<file path="config.mk">
export PLATFORM = sky130hd
export DESIGN_NAME = dice_roll_ctrl
export DESIGN_NICKNAME = d
export VERILOG_FILES = /design/src/rtl/dice_pkg.sv /design/src/rtl/tick_prescaler.sv /design/src/rtl/dice_roll_ctrl.sv
export SDC_FILE = /design/constraint.sdc
export NUM_CORES = 1
export LEC_CHECK = 0
export ABC_CLOCK_PERIOD_IN_PS = 3000
export CAP_MARGIN = 5
export CORE_MARGIN = 4
export CORE_UTILIZATION = 35
export CTS_BUF_LIST = sky130_fd_sc_hd__clkbuf_2 sky130_fd_sc_hd__clkbuf_4 sky130_fd_sc_hd__clkbuf_8
export DETAILED_ROUTE_END_ITERATION = 8
export DONT_BUFFER_PORTS = 1
export PLACE_DENSITY = 0.47
export SKIP_CTS_REPAIR_TIMING = 1
export SLEW_MARGIN = 20
export SYNTH_ARGS = -nofsm -noshare
export SYNTH_HDL_FRONTEND = slang
export SYNTH_SLANG_ARGS = --single-unit
</file>
<file path="constraint.sdc">
create_clock -name Clk -period 3 [get_ports Clk]
set_input_delay 0.6 -clock Clk [delete_from_list [all_inputs] [get_ports Clk]]
set_output_delay 0.6 -clock Clk [all_outputs]
set_load 0.01 [all_outputs]
</file>
<file path="src/rtl/dice_pkg.sv">
// Shared types and constants for the dice launcher sequencer.
// Pure declarations: no latency, no flow control.
package dice_pkg;

  typedef enum logic [1:0] {
    IDLE,
    ROLL,
    DECEL,
    SHOW
  } state_e;

  localparam logic [2:0] FACE_MIN  = 3'd1;
  localparam logic [2:0] FACE_MAX  = 3'd6;
  localparam logic [3:0] CODE_DASH = 4'd15;

  function automatic logic [2:0] next_face(input logic [2:0] face);
    return (face == FACE_MAX) ? FACE_MIN : face + 3'd1;
  endfunction

endpackage

</file>
<file path="src/rtl/tick_prescaler.sv">
// Free-running divider: Tick pulses one cycle in every TICK_DIV, on the last count.
// Tick is decoded from the count register; no backpressure.
module tick_prescaler #(
  parameter int TICK_DIV = 4
) (
  input  logic Clk,
  input  logic Reset_n,
  output logic Tick
);

  localparam int            CW   = (TICK_DIV > 1) ? $clog2(TICK_DIV) : 1;
  localparam logic [CW-1:0] LAST = CW'(TICK_DIV - 1);

  logic [CW-1:0] cnt_q;
  logic [CW-1:0] cnt_d;

  always_comb begin
    cnt_d = cnt_q + CW'(1);
    if (cnt_q == LAST) begin
      cnt_d = '0;
    end
  end

  always_ff @(posedge Clk or negedge Reset_n) begin
    if (!Reset_n) begin
      cnt_q <= '0;
    end else begin
      cnt_q <= cnt_d;
    end
  end

  assign Tick = (cnt_q == LAST);

endmodule

</file>
<file path="src/rtl/dice_roll_ctrl.sv">
// Roll-button sequencer: rolls the face while held, decelerates on release, freezes and pulses Done.
// Outputs registered; press reaches Rolling in 3 edges. Optional face/dash blink in SHOW via DICE_BLINK_EN.
module dice_roll_ctrl
  import dice_pkg::*;
#(
  parameter int TICK_DIV    = 4,
  parameter int DECEL_STEPS = 3,
  parameter int BLINK_TICKS = 2
) (
  input  logic       Clk,
  input  logic       Reset_n,
  input  logic       RollBtn,
  output logic [3:0] BinOut,
  output logic       Rolling,
  output logic       Done
);

  if (TICK_DIV < 2 || DECEL_STEPS < 1 || DECEL_STEPS > 15 || BLINK_TICKS < 1) begin : g_param_check
    $error("dice_roll_ctrl: parameter out of range");
  end

  localparam logic [3:0] STEPS4 = 4'(DECEL_STEPS);

  logic tick;

  tick_prescaler #(
    .TICK_DIV (TICK_DIV)
  ) u_tick_prescaler (
    .Clk     (Clk),
    .Reset_n (Reset_n),
    .Tick    (tick)
  );

  // Button synchronizer plus a delayed copy for edge detection.
  logic sync1_q, sync1_d;
  logic btn_s_q, btn_s_d;
  logic btn_d_q, btn_d_d;
  logic btn_press;
  logic btn_rel;

  always_comb begin
    sync1_d = RollBtn;
    btn_s_d = sync1_q;
    btn_d_d = btn_s_q;
  end

  assign btn_press = btn_s_q & ~btn_d_q;
  assign btn_rel   = ~btn_s_q & btn_d_q;

  state_e     state_q, state_d;
  logic [2:0] face_q, face_d;
  logic [3:0] interval_q, interval_d;
  logic [3:0] wait_q, wait_d;
  logic [3:0] step_q, step_d;
  logic [3:0] bin_out_q, bin_out_d;
  logic       rolling_q, rolling_d;
  logic       done_q, done_d;
  logic       blink_dash;

  always_comb begin
    state_d    = state_q;
    face_d     = face_q;
    interval_d = interval_q;
    wait_d     = wait_q;
    step_d     = step_q;
    done_d     = 1'b0;
    case (state_q)
      IDLE: begin
        if (btn_press) state_d = ROLL;
      end
      ROLL: begin
        // A tick coinciding with release still advances before deceleration starts.
        if (tick) face_d = next_face(face_q);
        if (btn_rel) begin
          state_d    = DECEL;
          interval_d = 4'd1;
          wait_d     = '0;
          step_d     = '0;
        end
      end
      DECEL: begin
        if (btn_press) begin
          state_d    = ROLL;
          interval_d = '0;
          wait_d     = '0;
          step_d     = '0;
        end else if (tick) begin
          if (wait_q + 4'd1 == interval_q) begin
            face_d     = next_face(face_q);
            wait_d     = '0;
            interval_d = interval_q + 4'd1;
            step_d     = step_q + 4'd1;
            if (step_q + 4'd1 == STEPS4) begin
              state_d = SHOW;
              done_d  = 1'b1;
            end
          end else begin
            wait_d = wait_q + 4'd1;
          end
        end
      end
      SHOW: begin
        if (btn_press) state_d = ROLL;
      end
      default: state_d = IDLE;
    endcase
  end

`ifdef DICE_BLINK_EN
  localparam int            BW           = $clog2(BLINK_TICKS + 1);
  localparam logic [2:0]    BLINK_HALVES = 3'd6;
  localparam logic [BW-1:0] BLINK_LAST   = BW'(BLINK_TICKS);

  logic [BW-1:0] blink_tick_q, blink_tick_d;
  logic [2:0]    blink_half_q, blink_half_d;

  // Counters sit at zero outside SHOW so every entry starts a fresh blink on the face half.
  always_comb begin
    blink_tick_d = blink_tick_q;
    blink_half_d = blink_half_q;
    if (state_q != SHOW) begin
      blink_tick_d = '0;
      blink_half_d = '0;
    end else if (tick && blink_half_q != BLINK_HALVES) begin
      if (blink_tick_q + BW'(1) == BLINK_LAST) begin
        blink_tick_d = '0;
        blink_half_d = blink_half_q + 3'd1;
      end else begin
        blink_tick_d = blink_tick_q + BW'(1);
      end
    end
  end

  always_ff @(posedge Clk or negedge Reset_n) begin
    if (!Reset_n) begin
      blink_tick_q <= '0;
      blink_half_q <= '0;
    end else begin
      blink_tick_q <= blink_tick_d;
      blink_half_q <= blink_half_d;
    end
  end

  assign blink_dash = blink_half_d[0];
`else
  assign blink_dash = 1'b0;
`endif

  always_comb begin
    bin_out_d = CODE_DASH;
    if (state_d != IDLE && !(state_d == SHOW && blink_dash)) begin
      bin_out_d = {1'b0, face_d};
    end
    rolling_d = (state_d == ROLL) || (state_d == DECEL);
  end

  always_ff @(posedge Clk or negedge Reset_n) begin
    if (!Reset_n) begin
      sync1_q    <= 1'b0;
      btn_s_q    <= 1'b0;
      btn_d_q    <= 1'b0;
      state_q    <= IDLE;
      face_q     <= FACE_MIN;
      interval_q <= '0;
      wait_q     <= '0;
      step_q     <= '0;
      bin_out_q  <= CODE_DASH;
      rolling_q  <= 1'b0;
      done_q     <= 1'b0;
    end else begin
      sync1_q    <= sync1_d;
      btn_s_q    <= btn_s_d;
      btn_d_q    <= btn_d_d;
      state_q    <= state_d;
      face_q     <= face_d;
      interval_q <= interval_d;
      wait_q     <= wait_d;
      step_q     <= step_d;
      bin_out_q  <= bin_out_d;
      rolling_q  <= rolling_d;
      done_q     <= done_d;
    end
  end

  assign BinOut  = bin_out_q;
  assign Rolling = rolling_q;
  assign Done    = done_q;

endmodule

</file>
==> impl_metrics.py, run 1 <==
metrics = {
    "outcome": {
        "outcome": "completed",
    },
    "power_and_ir_drop": {
        "comb_power_share_pct": 24.6,
        "power_frac_seq_pct": 51.6,
        "swShare_pct": 33.30,
        "p_leak_nw": 0.7261,
        "power_frac_clock_pct": 23.7,
        "vdd_ir_drop_max_mv": 0.3285,
        "switchingPower_mw": 0.3055,
        "powerDensity_nw_per_um2": 544.4,
        "p_int_mw": 0.6120,
    },
    "timing": {
        "period_needed_ns": 2.552,
        "worstMarginPinSlew_ns": 0.6672,
        "max-slew-margin-rel_pct": 55.35,
        "rsz0062_at_grt": "false",
        "max_freq_mhz": 391.9,
        "holdWs_ns": 0.1241,
        "layout_setup_ws_ns": 0.4480,
        "finalCritPeriodShare_pct": 85.07,
        "setup_tns_ns": 0,
        "finalHoldViolCount": 0,
        "slew_violations": 0,
        "setup_viol": 0,
        "skew_ns": 0.003541,
    },
    "global_route": {
        "grt_use_met2_pct": 21.57,
        "grt_pass1_wl_um": 5644,
        "grt_use_met1_pct": 17.24,
        "antenna_found_initial": 0,
        "use_met3_pct": 2.770,
        "grt.overflow.total": 0,
        "grtUsageTotal_pct": 12.85,
        "grt_start_max_net_pins": 29,
        "grt_pass1_vias": 1166,
        "grt_busiest_layer": "met2",
    },
    "final_layout": {
        "synthToLayoutAreaGrowth_pct": 6.063,
        "drive_above_1_share_pct": 12.10,
        "final_cells": 209,
        "n_antenna_cell": 0,
        "final_core_util_pct": 38.44,
        "final_nets": 169,
    },
    "worst_setup_path": {
        "slowest_delay_ns": 0.46,
        "end_kind": "register",
        "worst_path_max_delay_cell": "xor3_2",
        "cp_num_buf_inv": 1,
        "critPathTopFamily": "simple AND/OR/NAND/NOR gates",
        "crit_arrival_ns": 2.75,
        "crit_fanout": 7,
        "reg2reg_depth": 9,
        "path_depth": 9,
        "critPathLaunchType": "register",
        "crit_start": "wait_q[0]",
        "rr_startpoint": "wait_q[0]",
        "rrSetupSlack_ns": 0.45,
        "r2r_end": "BinOut[2]",
        "cp_common_cell": "ha_1",
        "crit_type": "register to register",
        "crit_required_ns": 3.19,
        "endpoint": "BinOut[2]",
        "path_cells": "ha_1, xor3_2, nor3_4, and2_1, nand3_1, o21a_1, ha_1, inv_1, o211ai_1",
    },
    "synth": {
        "synthCells": 158,
        "synth-seq-cells": 28,
        "synth_edf_count": 0,
        "seq_area_frac_synth_pct": 44.49,
        "synth_fp_nets": 169,
        "ys.flop_type": "dfrtp_1",
        "synth_area_leaders": "dfrtp_1 (36%), dfstp_2 (8.3%), ha_1 (6.3%), o21ai_0 (5.0%), nand2_1 (3.8%)",
        "yosysWarnings": 0,
        "netlist.top_cell.by_area": "dfrtp_1",
        "syn_area_um2": 1589,
        "synth.top_cell.area_share_pct": 36.22,
        "syn_area_per_cell_um2": 10.06,
        "yosysUniqueCellTypes": 52,
        "synthArstFlopShare_pct": 100.0,
    },
    "cts": {
        "cts_buffer_depth": 2,
        "cts_tree": "yes",
        "clkSinkCount": 28,
        "clkLatencyLatePin_ns": 0.27,
        "cts_htree_levels": 1,
        "clk_pin_slew_worst_paths_ns": 0.09,
        "clock-root-buffer": "clkbuf_8",
        "cts_made_buffers": 3,
    },
    "route": {
        "ant_nets": 0,
        "wl_um": 3298,
        "dr.pass1.iters": 4,
        "drc": 0,
        "dr.first_iter.drc_count": 70,
        "avgViaCountPerCell": 5.627,
        "wire_per_inst_um": 15.78,
        "num_vias": 1176,
    },
    "die": {
        "core_area_um2": 4384,
        "die_h_um": 75.38,
        "row_count": 24,
        "die_w_um": 75.38,
        "start_util_pct": 36.24,
        "io_pins": 9,
        "die-area_um2": 5682,
    },
    "place": {
        "place.gp.congestion": 0.8218,
        "dp.cells": 204,
        "portBuffers": 0,
        "place_ws_ns": 0.4787,
        "dp_hpwl_um": 2393,
    },
    "hold_path": {
        "hp-class": "primary input to async pin",
    },
    "job": {
        "cap_violations": 0,
    },
}
cells by family (layout without fill, tap and decap cells):
logic type	Yosys count	count (layout)	share of synthesized area, %
AND/OR/NAND/NOR	50	50	17.09
XOR/XNOR	5	5	4.252
flip-flops	28	28	44.49
buffers and inverters	17	16	4.960
AO/OA/AOI/OAI	45	45	19.29
adder cells (fa/ha/maj)	8	8	6.299
multiplexers	5	5	3.622
worst min-delay path by stage:
stage	depth (start not counted)	start	slack (ns)	endpoint
floorplan	0	Reset_n	0.30	Done
global placement	0	Reset_n	0.31	face_q[2]
detailed placement	0	Reset_n	0.31	face_q[2]
CTS	0	Reset_n	0.002	wait_q[3]
global route	1	Reset_n	0.12	face_q[2]
finish	1	Reset_n	0.12	face_q[2]
synthesized netlist by cell type, drive strengths merged, types with 3 or more instances:
master,instances
a21oi,4
buf,4
dfrtp,23
dfstp,5
ha,8
inv,11
mux2,3
nand2,17
nand2b,4
nand3,7
nand4,4
nor2,6
nor3,3
o21ai,16
o22ai,3
o311ai,3
o41ai,3
xnor2,3
cell usage in the layout (no fill, tap or decap), types with 2 or more instances in the layout:
cell type | synthesis | routed
dfrtp_1 | 23 | 23
nand2_1 | 16 | 16
o21ai_0 | 16 | 16
inv_1 | 11 | 11
ha_1 | 8 | 8
nand3_1 | 7 | 7
nor2_1 | 6 | 6
dfstp_2 | 5 | 5
nand2b_1 | 4 | 4
a21oi_1 | 4 | 4
o22ai_1 | 3 | 3
nand4_1 | 3 | 3
o311ai_1 | 3 | 3
o41ai_1 | 3 | 3
clkbuf_8 | 0 | 3
xnor2_1 | 2 | 2
nor3_1 | 2 | 2
and3_1 | 2 | 2
mux2_2 | 2 | 2
mux2i_1 | 2 | 2
a31oi_1 | 2 | 2
o2bb2ai_1 | 2 | 2
worst reg2reg max path, cell delays in order, from the launching register on:
cell and delay, ns:
dfrtp_1 0.43, ha_1 0.22, xor3_2 0.46, nor3_4 0.27
and2_1 0.32, nand3_1 0.16, o21a_1 0.20, ha_1 0.21
inv_1 0.11, o211ai_1 0.10
power by group through the flow:
stage          clock (mW)  combinational [mW]  sequential, mW
4_1_cts             0.228               0.218           0.475
3_5_place_dp            0               0.215           0.481
3_3_place_gp            0               0.214           0.482
2_1_floorplan           0               0.198           0.469
5_1_grt             0.248               0.253           0.481
6_report            0.218               0.226           0.474
registers in the layout, indices dropped and copies added, names as in the netlist:
register / flops
step_q: 4
wait_q: 4
Done: 1
BinOut: 4
btn_d_q: 1
interval_q: 4
u_tick_prescaler.cnt_q: 2
btn_d_d: 1
state_q: 2
Rolling: 1
btn_s_d: 1
face_q: 3
metrics by stage:
stage	area (um2)	total power, mW
2_1_floorplan	1589	0.6676
3_3_place_gp	1617	0.6959
3_5_place_dp	1617	0.6968
4_1_cts	1665	0.9198
5_1_grt	1685	0.9814
6_report	1685	0.9175
cell type report:
class	instances	area (um2)
clock buffer	4	48.80
sequential	28	706.9
fill	427	2699
multi-input combinational	113	803.3
inverter	11	41.29
tap	52	65.06
timing repair buffer	1	20.02
layer usage:
layer | up-vias | share of wire [%]
met5 | - | 0
met4 | 0 | 1.0
met3 | 4 | 3.0
met2 | 15 | 46
met1 | 581 | 50
li1 | 576 | -
(Power assumes the default switching activity.)
==> run 2, diff against run 1 <==
--- a/config.mk
+++ b/config.mk
@@ -5,9 +5,10 @@
 export SDC_FILE = /design/constraint.sdc
 export NUM_CORES = 1
 export LEC_CHECK = 0
+export ABC_AREA = 1
 export ABC_CLOCK_PERIOD_IN_PS = 3000
 export CAP_MARGIN = 5
-export CORE_MARGIN = 4
+export CORE_MARGIN = 10
 export CORE_UTILIZATION = 35
 export CTS_BUF_LIST = sky130_fd_sc_hd__clkbuf_2 sky130_fd_sc_hd__clkbuf_4 sky130_fd_sc_hd__clkbuf_8
 export DETAILED_ROUTE_END_ITERATION = 8
==> run 2 against run 1 <==
Clock power grew 39%. Critical path depth is 5 higher. Hold slack got worse by 0.00058 ns. Flip-flop and latch count unchanged. Routed wire length shrank 4.1%. Design area increased by 2.4%. Die area up 35%. Cell count increased by 20%. Sequential share of layout area is 1.0 points lower. Non-clock buffer count unchanged. Sequential power increased by 27%. Synthesized cell count increased by 25%. Critical endpoint is now BinOut[1].
==> impl_metrics.py, run 2 <==
metrics = {
    "outcome": {
        "outcome": "completed",
    },
    "synth": {
        "syn_area_per_cell_um2": 8.142,
        "syn_area_um2": 1604,
        "synthCells": 197,
        "synth_edf_count": 0,
        "yosys.area_share.simple_pct": 27.30,
        "synthMuxAreaShare_pct": 0,
        "synthXorXnorAreaFrac_pct": 2.184,
        "synth_fp_nets": 208,
        "yosysMostFrequentCell": "nand2_1",
        "synth_compound_area_share_pct": 10.22,
        "synthAdderAreaFrac_pct": 6.240,
        "netlist.top_cell.by_area": "dfrtp_1",
        "seq_area_frac_synth_pct": 44.07,
        "synth_area_leaders": "dfrtp_1 (36%), nand2_1 (12%), dfstp_2 (8.2%), inv_1 (7.5%), ha_1 (6.2%)",
        "synth.top_cell.area_share_pct": 35.88,
        "ys.flop_type": "dfrtp_1",
        "yosys-top-cells-count": "nand2_1 (50), inv_1 (32), dfrtp_1 (23)",
        "synthArstFlopShare_pct": 100.0,
        "synth-seq-cells": 28,
        "yosysUniqueCellTypes": 25,
        "yosysWarnings": 0,
        "synth_top_family_by_area": "simple AND/OR/NAND/NOR gates",
    },
    "route": {
        "dr.first_iter.drc_count": 69,
        "wl_um": 3163,
        "dr.pass1.iters": 4,
        "wire_per_inst_um": 12.65,
        "drc": 0,
        "ant_nets": 0,
        "num_vias": 1223,
        "avgViaCountPerCell": 4.892,
    },
    "die": {
        "die_h_um": 87.70,
        "die_w_um": 87.70,
        "io_pins": 9,
        "core_area_um2": 4384,
        "row_count": 24,
        "die-area_um2": 7690,
        "start_util_pct": 36.59,
    },
    "final_layout": {
        "multiInputGateArea_um2": 737.0,
        "final_core_util_pct": 39.38,
        "layout_commonest_cell": "nand2_1",
        "seqCellArea_um2": 706.9,
        "drive_above_1_share_pct": 12.12,
        "final_nets": 210,
        "n_antenna_cell": 0,
        "final_cell_mix": "nand2_1 (50), inv_1 (32), dfrtp_1 (23)",
        "fillers": 438,
        "final_cells": 250,
        "synthToLayoutAreaGrowth_pct": 7.645,
    },
    "timing": {
        "worstMarginPinSlew_ns": 0.5861,
        "period_needed_ns": 2.216,
        "rsz0062_at_grt": "false",
        "skew_ns": 0.005360,
        "max-slew-margin-rel_pct": 60.51,
        "max_freq_mhz": 451.3,
        "setup_viol": 0,
        "setup_tns_ns": 0,
        "slew_violations": 0,
        "holdWs_ns": 0.1235,
        "finalHoldViolCount": 0,
        "finalCritPeriodShare_pct": 73.86,
    },
    "global_route": {
        "grt_start_max_net_pins": 29,
        "antenna_found_initial": 0,
        "grt_pass1_wl_um": 5451,
        "grt.overflow.total": 0,
        "grt_pass1_vias": 1191,
        "grtUsageTotal_pct": 8.694,
    },
    "power_and_ir_drop": {
        "power_mw": 1.597,
        "powerDensity_nw_per_um2": 924.8,
        "vdd_ir_drop_max_mv": 0.3006,
        "p_leak_nw": 0.8683,
    },
    "worst_setup_path": {
        "crit_type": "register to register",
        "worst_path_max_delay_cell": "dfrtp_1",
        "cp_num_buf_inv": 2,
        "path_cells": "ha_1, nor2_1, o21ai_1, nor2_4, nand2_4, nor2_2, nand2_1, o21ai_1, nand2_1, nand2_1, inv_1, ha_1, inv_1, nand2_1",
        "crit_fanout": 6,
        "critPathTopFamily": "simple AND/OR/NAND/NOR gates",
        "end_kind": "register",
        "critPathLaunchType": "register",
        "cp_common_cell": "nand2_1",
        "rrSetupSlack_ns": 0.78,
        "slowest_delay_ns": 0.45,
        "crit_arrival_ns": 2.43,
        "crit_required_ns": 3.22,
    },
    "cts": {
        "cts_made_buffers": 3,
        "cts_buffer_depth": 2,
        "clkLatencyLatePin_ns": 0.27,
        "clk_pin_slew_worst_paths_ns": 0.10,
        "clock-root-buffer": "clkbuf_8",
        "cts_htree_levels": 1,
        "clkSinkCount": 28,
        "cts_tree": "yes",
    },
    "job": {
        "cap_violations": 0,
    },
    "place": {
        "portBuffers": 0,
        "place.gp.congestion": 0.9243,
        "dp_hpwl_um": 2355,
        "dp.cells": 245,
    },
    "hold_path": {
        "hp-class": "primary input to async pin",
    },
}
[run 2: where the power goes]
group | internal (mW) | leakage [nW] | switching [mW]
Sequential | 0.504 | 0.349 | 0.0988
Clock | 0.179 | 0.0357 | 0.123
Combinational | 0.242 | 0.484 | 0.451
Total | 0.924 | 0.868 | 0.673
[run 2: kinds of logic (layout without fill, tap and decap cells)]
group | count (synthesis) | after routing
buffers and inverters | 37 | 38
AND/OR/NAND/NOR | 92 | 92
adder cells (fa/ha/maj) | 8 | 8
flip-flops | 28 | 28
XOR/XNOR | 4 | 4
AO/OA/AOI/OAI | 28 | 28
[run 2: final cells by class]
cell class                 count  share of cell area (%)
sequential                    28                   40.94
tap                           52                   3.768
clock inverter                 1                   1.739
clock buffer                   3                   2.391
multi-input combinational    132                   42.68
inverter                      33                   7.319
timing repair buffer           1                   1.159
[run 2: stage by stage]
| step | setup slack (ns) | cell area (um2) |
|---|---|---|
| after CTS | 0.7677 | 1707 |
| after global placement | 0.8496 | 1635 |
| after detailed placement | 0.7904 | 1635 |
| after floorplan | 1.010 | 1604 |
| final | 0.7842 | 1727 |
| after global routing | 0.5496 | 1727 |
[run 2: worst paths after layout]
path	start	endpoint	cells after the start
max in group asynchronous	Reset_n	step_q[1]	1
max	wait_q[0]	BinOut[1]	14
min in group Clk	RollBtn	btn_s_d	0
min	Reset_n	face_q[2]	1
max reg2reg	wait_q[0]	BinOut[1]	14
min reg2reg	btn_s_d	btn_d_d	0
[run 2: metal layers]
| metal | global-route usage (%) | vias up | share of wire (%) |
|---|---|---|---|
| met5 | 0 | - | 0 |
| met4 | 2.609 | 0 | 0.66 |
| met3 | 2.136 | 2 | 4.0 |
| met2 | 14.02 | 16 | 46 |
| met1 | 11.17 | 573 | 49 |
| li1 | - | 632 | - |
